--- src/rtl/smac_ctrl_pkg.sv ---
// smac_ctrl_pkg: shared types and constants for the SMAC sequencing FSM.
//   state_e       - controller state encoding
//   TO_W          - width of the wait-state timeout counter
//   is_wait_state - states in which the timeout counter runs
package smac_ctrl_pkg;

  localparam int TO_W = 10;

  typedef enum logic [3:0] {
    IDLE = 4'd0,
    CFG  = 4'd1,
    LDW  = 4'd2,
    MAC  = 4'd3,
    STEP = 4'd4,
    ACC3 = 4'd5,
    CLRS = 4'd6,
    QNT  = 4'd7,
    WB   = 4'd8,
    NXT  = 4'd9,
    FIN  = 4'd10
  } state_e;

  function automatic logic is_wait_state(input state_e s);
    return (s == LDW) || (s == MAC) || (s == QNT) || (s == WB);
  endfunction

endpackage

--- src/rtl/smac_ctrl_if.sv ---
// smac_ctrl_if: groups the host handshake, counter status flags and
// counter/datapath strobes of the SMAC controller.
//   master - the controller (drives busy/done/error and all strobes)
//   slave  - host + counter top level (drives start/abort and status flags)
interface smac_ctrl_if;
  // host handshake
  logic start, abort, busy, done, error;
  // status flags from the counter top level
  logic cnt_sr_w7, bit_m, term_ac1, term_ac2, remW, done_quant, relu_done, op_done;
  // strobes to the counters / datapath
  logic cnt_load, cnt_clear_start, cnt_clear_finish, cnt_clear_vol;
  logic wei_load, w_en_w, w_and_s_ac1, valid_ac2, valid_ac3, act_wb, cnt_in_vol;

  modport master (
    input  start, abort, cnt_sr_w7, bit_m, term_ac1, term_ac2, remW,
           done_quant, relu_done, op_done,
    output busy, done, error, cnt_load, cnt_clear_start, cnt_clear_finish,
           cnt_clear_vol, wei_load, w_en_w, w_and_s_ac1, valid_ac2,
           valid_ac3, act_wb, cnt_in_vol
  );

  modport slave (
    output start, abort, cnt_sr_w7, bit_m, term_ac1, term_ac2, remW,
           done_quant, relu_done, op_done,
    input  busy, done, error, cnt_load, cnt_clear_start, cnt_clear_finish,
           cnt_clear_vol, wei_load, w_en_w, w_and_s_ac1, valid_ac2,
           valid_ac3, act_wb, cnt_in_vol
  );
endinterface

--- src/rtl/smac_ctrl_timeout.sv ---
// smac_ctrl_timeout: wait-state cycle counter.
//   clk, rst_n - clock, async active-low reset
//   clr        - restart counting from zero (state change)
//   en         - count this cycle (FSM is in a wait state)
//   tc         - counter holds TC_VAL-1, i.e. this is the TC_VAL-th wait cycle
module smac_ctrl_timeout
  import smac_ctrl_pkg::*;
#(
  parameter int TC_VAL = 1024
) (
  input  logic clk,
  input  logic rst_n,
  input  logic clr,
  input  logic en,
  output logic tc
);

  localparam logic [TO_W-1:0] TC_LAST = TO_W'(TC_VAL - 1);

  logic [TO_W-1:0] cnt_q, cnt_d;

  always_comb begin
    cnt_d = cnt_q;
    if (clr)     cnt_d = '0;
    else if (en) cnt_d = cnt_q + 1'b1;
  end

  always_ff @(posedge clk or negedge rst_n) begin
    if (!rst_n) cnt_q <= '0;
    else        cnt_q <= cnt_d;
  end

  assign tc = en && (cnt_q == TC_LAST);

endmodule

--- src/rtl/smac_ctrl_fsm.sv ---
// smac_ctrl_fsm: main sequencing FSM of the SMAC engine. Walks one layer
// through weight load -> bit-serial MAC -> AC2/AC3 accumulate -> quantize
// -> ReLU write-back -> next volume.
//   clk, rst_n  - clock, async active-low reset
//   bus         - smac_ctrl_if.master: start/abort/busy/done/error, counter
//                 status flags in, counter/datapath strobes out
//   perf_cycles - busy-cycle count of the current layer (only when
//                 SMAC_CTRL_PERF_EN is defined)
// All outputs are decoded from registered state only.
module smac_ctrl_fsm
  import smac_ctrl_pkg::*;
#(
  parameter int Pw         = 4,
  parameter int Pa         = 8,
  parameter int WB_TIMEOUT = 1024
) (
  input  logic         clk,
  input  logic         rst_n,
  smac_ctrl_if.master  bus
`ifdef SMAC_CTRL_PERF_EN
  ,
  output logic [31:0]  perf_cycles
`endif
);

  state_e state_q, state_d;
  logic   error_q, error_d;
  // Set when the FSM was forced back to IDLE (abort/timeout); the counter
  // clears are then issued from IDLE so they stay a function of state.
  logic   clr_pend_q, clr_pend_d;
  logic   to_tc;

  smac_ctrl_timeout #(.TC_VAL(WB_TIMEOUT)) u_timeout (
    .clk   (clk),
    .rst_n (rst_n),
    .clr   (state_d != state_q),
    .en    (is_wait_state(state_q)),
    .tc    (to_tc)
  );

  // ---------------- next state ----------------
  always_comb begin
    state_d    = state_q;
    error_d    = error_q;
    clr_pend_d = 1'b0;
    case (state_q)
      IDLE: if (bus.start) begin
              state_d = CFG;
              error_d = 1'b0;
            end
      CFG:  state_d = LDW;
      LDW:  if (bus.cnt_sr_w7)  state_d = MAC;
      MAC:  if (bus.term_ac1)   state_d = STEP;
      STEP: state_d = (bus.term_ac2 || bus.bit_m) ? ACC3 : MAC;
      ACC3: state_d = bus.remW ? CLRS : QNT;
      CLRS: state_d = LDW;
      QNT:  if (bus.done_quant) state_d = WB;
      WB:   if (bus.relu_done)  state_d = NXT;
      NXT:  state_d = bus.op_done ? FIN : CLRS;
      FIN:  state_d = IDLE;
      default: state_d = IDLE;
    endcase
    if (to_tc) begin
      state_d    = IDLE;
      error_d    = 1'b1;
      clr_pend_d = 1'b1;
    end
    // abort outranks everything, including a start or a timeout
    if (bus.abort) begin
      state_d    = IDLE;
      error_d    = error_q;
      clr_pend_d = (state_q != IDLE);
    end
  end

  always_ff @(posedge clk or negedge rst_n) begin
    if (!rst_n) begin
      state_q    <= IDLE;
      error_q    <= 1'b0;
      clr_pend_q <= 1'b0;
    end else begin
      state_q    <= state_d;
      error_q    <= error_d;
      clr_pend_q <= clr_pend_d;
    end
  end

  // ---------------- Moore output decode ----------------
  logic o_load, o_cs, o_cf, o_cv, o_wei, o_wen, o_was, o_v2, o_v3, o_wb, o_vol;

  always_comb begin
    o_load = 1'b0; o_cs = 1'b0; o_cf = 1'b0; o_cv  = 1'b0;
    o_wei  = 1'b0; o_wen = 1'b0; o_was = 1'b0; o_v2 = 1'b0;
    o_v3   = 1'b0; o_wb  = 1'b0; o_vol = 1'b0;
    case (state_q)
      IDLE: begin o_cs = clr_pend_q; o_cf = clr_pend_q; o_cv = clr_pend_q; end
      CFG:  begin o_load = 1'b1; o_cs = 1'b1; o_cf = 1'b1; o_cv = 1'b1; end
      LDW:  o_wei = 1'b1;
      MAC:  o_was = 1'b1;
      STEP: begin o_wen = 1'b1; o_v2 = 1'b1; end
      ACC3: o_v3 = 1'b1;
      CLRS: o_cs = 1'b1;
      WB:   o_wb = 1'b1;
      NXT:  begin o_vol = 1'b1; o_cf = 1'b1; end
      FIN:  o_cv = 1'b1;
      default: ;
    endcase
  end

  assign bus.busy             = (state_q != IDLE);
  assign bus.done             = (state_q == FIN);
  assign bus.error            = error_q;
  assign bus.cnt_load         = o_load;
  assign bus.cnt_clear_start  = o_cs;
  assign bus.cnt_clear_finish = o_cf;
  assign bus.cnt_clear_vol    = o_cv;
  assign bus.wei_load         = o_wei;
  assign bus.w_en_w           = o_wen;
  assign bus.w_and_s_ac1      = o_was;
  assign bus.valid_ac2        = o_v2;
  assign bus.valid_ac3        = o_v3;
  assign bus.act_wb           = o_wb;
  assign bus.cnt_in_vol       = o_vol;

`ifdef SMAC_CTRL_PERF_EN
  // Counts CFG..NXT; FIN and IDLE hold the value until the next accepted start.
  logic [31:0] perf_q, perf_d;

  always_comb begin
    perf_d = perf_q;
    if (state_q == IDLE && bus.start && !bus.abort)
      perf_d = '0;
    else if (state_q != IDLE && state_q != FIN && perf_q != 32'hFFFF_FFFF)
      perf_d = perf_q + 32'd1;
  end

  always_ff @(posedge clk or negedge rst_n) begin
    if (!rst_n) perf_q <= '0;
    else        perf_q <= perf_d;
  end

  assign perf_cycles = perf_q;
`endif

`ifndef SYNTHESIS
  // A filter group never needs more w_en_w steps than weight x activation bits.
  logic [15:0] wen_cnt_q, wen_cnt_d;

  always_comb begin
    wen_cnt_d = wen_cnt_q;
    if (state_q == CFG || state_q == CLRS) wen_cnt_d = '0;
    else if (o_wen)                        wen_cnt_d = wen_cnt_q + 16'd1;
  end

  always_ff @(posedge clk or negedge rst_n) begin
    if (!rst_n) wen_cnt_q <= '0;
    else begin
      wen_cnt_q <= wen_cnt_d;
      assert (32'(wen_cnt_q) <= Pw * Pa)
        else $error("w_en_w pulse count %0d exceeds Pw*Pa", wen_cnt_q);
    end
  end
`endif

endmodule
--- src/flat_wrapper.sv ---
// flat-port wrapper written by rule: the top's interface ports become plain ports
module smac_ctrl_fsm_flat import smac_ctrl_pkg::*;
#(
  parameter int Pw         = 4,
  parameter int Pa         = 8,
  parameter int WB_TIMEOUT = 1024
)
  (clk, rst_n, bus_start, bus_abort, bus_cnt_sr_w7, bus_bit_m, bus_term_ac1, bus_term_ac2, bus_remW, bus_done_quant, bus_relu_done, bus_op_done, bus_busy, bus_done, bus_error, bus_cnt_load, bus_cnt_clear_start, bus_cnt_clear_finish, bus_cnt_clear_vol, bus_wei_load, bus_w_en_w, bus_w_and_s_ac1, bus_valid_ac2, bus_valid_ac3, bus_act_wb, bus_cnt_in_vol);
  smac_ctrl_if bus_i ();
  input  logic clk;
  input  logic rst_n;
  input wire logic [$bits(bus_i.start)-1:0] bus_start;
  input wire logic [$bits(bus_i.abort)-1:0] bus_abort;
  input wire logic [$bits(bus_i.cnt_sr_w7)-1:0] bus_cnt_sr_w7;
  input wire logic [$bits(bus_i.bit_m)-1:0] bus_bit_m;
  input wire logic [$bits(bus_i.term_ac1)-1:0] bus_term_ac1;
  input wire logic [$bits(bus_i.term_ac2)-1:0] bus_term_ac2;
  input wire logic [$bits(bus_i.remW)-1:0] bus_remW;
  input wire logic [$bits(bus_i.done_quant)-1:0] bus_done_quant;
  input wire logic [$bits(bus_i.relu_done)-1:0] bus_relu_done;
  input wire logic [$bits(bus_i.op_done)-1:0] bus_op_done;
  output wire logic [$bits(bus_i.busy)-1:0] bus_busy;
  output wire logic [$bits(bus_i.done)-1:0] bus_done;
  output wire logic [$bits(bus_i.error)-1:0] bus_error;
  output wire logic [$bits(bus_i.cnt_load)-1:0] bus_cnt_load;
  output wire logic [$bits(bus_i.cnt_clear_start)-1:0] bus_cnt_clear_start;
  output wire logic [$bits(bus_i.cnt_clear_finish)-1:0] bus_cnt_clear_finish;
  output wire logic [$bits(bus_i.cnt_clear_vol)-1:0] bus_cnt_clear_vol;
  output wire logic [$bits(bus_i.wei_load)-1:0] bus_wei_load;
  output wire logic [$bits(bus_i.w_en_w)-1:0] bus_w_en_w;
  output wire logic [$bits(bus_i.w_and_s_ac1)-1:0] bus_w_and_s_ac1;
  output wire logic [$bits(bus_i.valid_ac2)-1:0] bus_valid_ac2;
  output wire logic [$bits(bus_i.valid_ac3)-1:0] bus_valid_ac3;
  output wire logic [$bits(bus_i.act_wb)-1:0] bus_act_wb;
  output wire logic [$bits(bus_i.cnt_in_vol)-1:0] bus_cnt_in_vol;
  assign bus_i.start = bus_start;
  assign bus_i.abort = bus_abort;
  assign bus_i.cnt_sr_w7 = bus_cnt_sr_w7;
  assign bus_i.bit_m = bus_bit_m;
  assign bus_i.term_ac1 = bus_term_ac1;
  assign bus_i.term_ac2 = bus_term_ac2;
  assign bus_i.remW = bus_remW;
  assign bus_i.done_quant = bus_done_quant;
  assign bus_i.relu_done = bus_relu_done;
  assign bus_i.op_done = bus_op_done;
  assign bus_busy = bus_i.busy;
  assign bus_done = bus_i.done;
  assign bus_error = bus_i.error;
  assign bus_cnt_load = bus_i.cnt_load;
  assign bus_cnt_clear_start = bus_i.cnt_clear_start;
  assign bus_cnt_clear_finish = bus_i.cnt_clear_finish;
  assign bus_cnt_clear_vol = bus_i.cnt_clear_vol;
  assign bus_wei_load = bus_i.wei_load;
  assign bus_w_en_w = bus_i.w_en_w;
  assign bus_w_and_s_ac1 = bus_i.w_and_s_ac1;
  assign bus_valid_ac2 = bus_i.valid_ac2;
  assign bus_valid_ac3 = bus_i.valid_ac3;
  assign bus_act_wb = bus_i.act_wb;
  assign bus_cnt_in_vol = bus_i.cnt_in_vol;
  smac_ctrl_fsm #(.Pw(Pw), .Pa(Pa), .WB_TIMEOUT(WB_TIMEOUT)) u_core (.clk(clk), .rst_n(rst_n), .bus(bus_i));
endmodule
--- config.mk ---
export PLATFORM = sky130hd
export DESIGN_NAME = smac_ctrl_fsm_flat
export DESIGN_NICKNAME = d
export VERILOG_FILES = /design/src/rtl/smac_ctrl_pkg.sv /design/src/rtl/smac_ctrl_if.sv /design/src/rtl/smac_ctrl_timeout.sv /design/src/rtl/smac_ctrl_fsm.sv /design/src/flat_wrapper.sv
export SDC_FILE = /design/constraint.sdc
export NUM_CORES = 1
export LEC_CHECK = 0
export BUFFER_PORTS_ARGS = -buffer_cell sky130_fd_sc_hd__buf_4
export CORE_MARGIN = 2
export CORE_UTILIZATION = 35
export DETAILED_ROUTE_END_ITERATION = 8
export HOLD_SLACK_MARGIN = 0.12
export PLACE_DENSITY_LB_ADDON = 0.25
export SLEW_MARGIN = 20
export SYNTH_ARGS = -nofsm -noshare
export SYNTH_HDL_FRONTEND = slang
export SYNTH_SLANG_ARGS = --single-unit
--- constraint.sdc ---
create_clock -name clk -period 1.8 [get_ports clk]
set_clock_uncertainty 0.15 [all_clocks]
set_input_delay 0.36 -clock clk [delete_from_list [all_inputs] [get_ports clk]]
set_output_delay 0.36 -clock clk [all_outputs]
set_load 0.02 [all_outputs]
# After elaboration in Yosys (flattened, before gate mapping)
# Index checks and enable logic that the tools add are counted.
classes:
  n_bitwise: 1
  n_mux: 28
  add_sub_neg: 1
  reduce_logical: 14
  eq_ne: 12
ops:
  columns: ["operator", "count"]
  rows:
  - ["4-bit case mux with 9 select lines", 1]
  - ["4-bit 2-to-1 mux", 8]
  - ["10-bit 2-to-1 mux", 2]
  - ["4-bit by 3-bit == test with 1-bit output (second input constant)", 4]
  - ["1-bit 2-to-1 mux", 13]
  - ["4-bit == test (second input constant)", 3]
  - ["10-bit by 1-bit adder with 10-bit output (second input constant)", 1]
  - ["10-bit == test (second input constant)", 1]
  - ["4-bit by 2-bit == test with 1-bit output (second input constant)", 2]
  - ["1-bit case mux with 2 select lines", 3]
  - ["2-bit nonzero test", 3]
  - ["2-bit OR reduction", 3]
  - ["4-bit by 1-bit == test with 1-bit output (second input constant)", 1]
  - ["4-bit logical NOT", 1]
  - ["1-bit logical OR", 4]
  - ["4-bit inequality test", 1]
  - ["4-bit nonzero test", 1]
  - ["3-bit 2-to-1 mux", 1]
  - ["3-bit AND reduction", 1]
  - ["1-bit logical AND", 1]
  - ["1-bit NOT", 1]
totals:
  input_bits: 12
  register_bits: 16
  output_inout_bits: 14

# Depth between registers and ports, before layout
depth:
  ltp_word: 9
  depth_mapped: 8
  ltp_nobuf: 6

# Cells and area by module
# From an unflattened synthesis, not the netlist that was laid out.
unflattened:
  hier_cells: 139
  hier_area_um2: 1163.6
modules_own_cells:
  columns: ["mod", "cells_each", "area_each_um2", "instances"]
  rows:
  - ["smac_ctrl_fsm", 89, 654.4, 1]
  - ["smac_ctrl_timeout", 50, 509.2, 1]

# Worst setup path before layout
# Ideal clock, no wire load.
synth_timing:
  path_type: "reg-to-reg"
  start: "reg u_core.state_q[1]"
  end: "reg u_core.u_timeout.cnt_q[1]"
  period_less_slack_ps: 2143
  slack_ps: -343
  path_stages_with_launch: 8
  n_path_buf: 1
  arrival_ps: 1919
  setup_ps: 73
  path_cell_list: "dfrtp_1 buf_2 nand2b_1 nor3_1 and4b_4 o22ai_4 o2111ai_4 nor2_1"
synth_between:
  elab_chain_len: 9
synth_rtl:
  columns: ["item", "line", "source"]
  rows:
  - ["start: declaration", "smac_ctrl_fsm.sv:26", "state_e state_q, state_d;"]
  - ["start signal: assignment", "smac_ctrl_fsm.sv:82", "state_q <= state_d;"]
  - ["parallel branches: the longest is 9 deep, another holds 10-bit 2-to-1 mux", null, null]
  - ["end signal: assignment", "smac_ctrl_timeout.sv:30", "else cnt_q <= cnt_d;"]
  - ["end: declaration", "smac_ctrl_timeout.sv:20", "logic [TO_W-1:0] cnt_q, cnt_d;"]
# Several ways; the timed one is not identified.
# A chain may end at the register's enable or synchronous reset.

# Worst setup path in the final report
layout_timing:
  start: "reg u_core.state_q[1]"
  end: "reg u_core.u_timeout.cnt_q[6]"
# The elaborated chain is that of the path after synthesis.

==> run metrics <==
clock buffer count from CTS 3; critical path class flop to flop; CP max stage delay 0.43 ns; Initial DRC Count between 100 and 150; Mapped Cells roughly 140; PD cells between 500 and 600 nW/um^2; Clk pwr share 20.0%; # DRC 0; Setup-failing EPs final 24; antenna cells 0; beginning of the critical path u_core.state_q[1]$_DFF_PN0_; period utilisation layout 118%; RSZ-0062 raised after global routing yes; M2 GR Usage between 30% and 40%; antenna-violating nets left 0; Avg WL per Cell 16.7 um; initial antenna violation count 0; DR vias/cell between 5 and 6; Hold Path Stages 2; global routing usage on met1 a little under a quarter; Post-DP HPWL around 2700 um; worst r2r path cells 9; ratio of cells with drive above 1 in the final layout a little under three fifths; Mapped Area around 1200 um^2; top achievable clock speed about 470 MHz; actual slew at the worst max-slew pin between 0.4 and 0.5 ns; sequential share of the synthesized area between 30% and 40%; violated checks negative setup slack; Area after DPL between 1500 and 2000 um^2; Synth cell types 46; clk_lat worst skew between 0.2 and 0.3 ns; Clock Tree Root clkbuf_4; drt total wl 4550 um; Critical Path, Cell by Cell buf_6 > nand2b_4 > buf_6 > nor3_4 > buf_4 > and4b_4 > o22ai_4 > o2111ai_4 > nor2_1; number of global-route vias before repair between 1000 and 1500; status finished, violations left; TritonCTS clock tree built; most frequent CP cell buf_6; P_leak a little under 1 nW; final-stage net count 241; R2R setup slack -0.32 ns; Gate power share 46.2%; GPL Wtd Cong 0.851; ys flop type dfrtp_1; Die Ht between 60 and 70 um; vias between 1000 and 1500; share of power burned in registers between 30 and 40%; FFs w/ async S/R, synth between 90% and 100%; worst path arrival time 2.18 ns; GRT overflow 0; Sw Ratio between 30% and 40%; worst min-delay path class primary input to flop; CTS Sinks 16; Final WS setup -0.316 ns; H-tree levels 1; Critical Path Fanout Max 7; die area a little under 4000 um^2; fin crit period 2.12 ns; Sw Pwr 0.000395 W; largest net degree at the start of global routing 17; fin. max-slew vios 0; Worst IR Drop VDD 0.359 mV; num ports 26; FF-to-FF Start u_core.state_q[1]$_DFF_PN0_; P_int ~0.00078 W; CP startpoint kind flop; min-delay src bus_abort; #FFs+latches synth 16; post-route design area about 2200 um^2; Max Cap Viol 0; Std-Cell Rows 21; Worst EP required around 1.9 ns; Area Growth Syn to Fin 85.2%; IO buf count 25; Post-Syn Nets 156; global-route wire length before repair ~6400 um; Hold Slack 0.165 ns; met3 usage between 1.5 and 2%; effective utilization at floorplan about 36%; Clock Tree Buf Depth 2; final hold viol count 0; Syn. warnings 0; busiest layer in global routing met2; Core Region 3340 um^2; Syn Area/Cell approximately 8.5 um^2; slew margin rel. a little under three quarters; Post-synth EDFFs 0; Reg clk slew, reported paths approximately 0.09 ns; Die X approximately 63 um; drt first pass iters 4; Total GRT Usage between 20% and 30%; CP max-delay cell dfrtp_1; Worst Setup End Kind flop
## synthesized netlist by cell type (2+ instances only)
| master | n | area [um^2] |
|---|---|---|
| nor2_1 | 20 | 75.1 |
| xor2_1 | 4 | 35.0 |
| nand4_1 | 6 | 37.5 |
| buf_2 | 5 | 25.0 |
| o211ai_1 | 2 | 15.0 |
| a31oi_1 | 2 | 12.5 |
| and3_1 | 4 | 25.0 |
| nor2b_1 | 3 | 18.8 |
| xnor2_1 | 5 | 43.8 |
| nor4bb_1 | 2 | 20.0 |
| nor3_1 | 5 | 25.0 |
| nand2b_1 | 5 | 31.3 |
| nand3_1 | 7 | 35.0 |
| a21oi_1 | 7 | 35.0 |
| nand2_1 | 8 | 30.0 |
| dfrtp_1 | 16 | 400 |
| o21ai_0 | 8 | 40.0 |
| and4_1 | 2 | 17.5 |
| and3b_1 | 2 | 17.5 |
| inv_1 | 4 | 15.0 |
## metal layers
layer  routed length [um]  up-vias  part of all wire [%]
met1                 1750      727                    39
met4                  141        0                   3.1
met3                  167       14                   3.7
met5                    0        -                     0
li1                     -      688                     -
met2                 2490       52                    55
## critical path, delay by kind of cell, from the launching register on
family	cells	cell delay [ns]
simple gates	4	0.67
buf+inv	3	0.43
flops	1	0.43
compound gates	2	0.36
## cells by family (layout without fill, tap and decap cells)
kind of cell	Yosys count	after routing	share of synthesized area [%]
XOR/XNOR	9	9	6.49
multiplexers	2	2	2.06
AO/OA/AOI/OAI	32	33	20.3
AND/OR/NAND/NOR	70	70	31.7
buffers and inverters	13	96	5.46
adder cells (fa/ha/maj)	1	1	1.03
flip-flops	16	16	33.0
## final timing paths
kind,end
worst max-delay path,u_core.u_timeout.cnt_q[6]$_DFFE_PN0P_
worst min-delay path,u_core.clr_pend_q$_DFF_PN0_
worst max register to register,u_core.u_timeout.cnt_q[6]$_DFFE_PN0P_
worst min register to register,u_core.bus.error$_DFFE_PN0P_
max in group asynchronous,u_core.state_q[2]$_DFF_PN0_
min in group asynchronous,u_core.u_timeout.cnt_q[0]$_DFFE_PN0P_
## what timing repair did
action,4_1_cts,5_1_grt
setup endpoints to repair,24,27
endpoints found under the hold margin,16,0
hold buffers,1,0
cloned,1,1
pin swaps,8,10
resized for setup,41,34
buffers inserted,12,2
## state kept, by name (all words and copies together), names as in the netlist
signal / count
u_core.bus.error: 1
u_core.clr_pend_q: 1
u_core.u_timeout.cnt_q: 10
u_core.state_q: 4
## layout by cell type, fill, tap and decap left out, types with 2 or more instances in the layout
master      n
inv_2       2
nor3_4      3
buf_8       2
nor2b_1     2
nand2_1     6
nor2_1     14
a31oi_1     2
nand3_1     7
and3b_1     2
buf_6      24
o21ai_1     2
o21ai_0     4
inv_1       2
xor2_1      4
o211ai_1    2
a21oi_1     5
a21oi_2     2
and3_4      2
dfrtp_1    13
clkbuf_4    3
xnor2_1     5
buf_4      59
nand2b_1    2
and3_1      2
o21ai_4     2
and4_1      2
dfrtp_2     3
nor4bb_1    2
nand4_1     6
nand2b_4    3
nor2_4      6
o2111ai_4   2
## power by group through the flow
stage,Combinational (W),Sequential [W],Clock [W]
6_report,0.000544,0.000398,0.000236
2_1_floorplan,0.000199,0.000398,0
5_1_grt,0.000577,0.000400,0.000253
4_1_cts,0.000462,0.000395,0.000242
3_5_place_dp,0.000390,0.000400,0
3_3_place_gp,0.000382,0.000398,0
## final cells by class
type	instances	area (um^2)
flip-flops and latches	16	404
fillers	247	1090
inverters	4	15.0
repair buffers	88	778
well taps	46	57.6
multi-input cells	115	958
clock buffers	4	36.3
## metrics by stage
step / setup WS [ns] / total power [W] / std cells / setup TNS [ns] / utilization (%)
after floorplan: -0.0722 / 0.000597 / 143 / -0.720 / -
after global placement: -0.229 / 0.000780 / 252 / -2.42 / 53.4
after detailed placement: -0.277 / 0.000790 / 252 / -2.78 / 53.4
after CTS: -0.235 / 0.00110 / 270 / -3.99 / 62.5
after global routing: -0.424 / 0.00123 / 273 / -6.98 / 67.4
final: -0.316 / 0.00118 / 273 / -5.23 / 67.4
No activity file was read; power rests on OpenSTA's default activity.
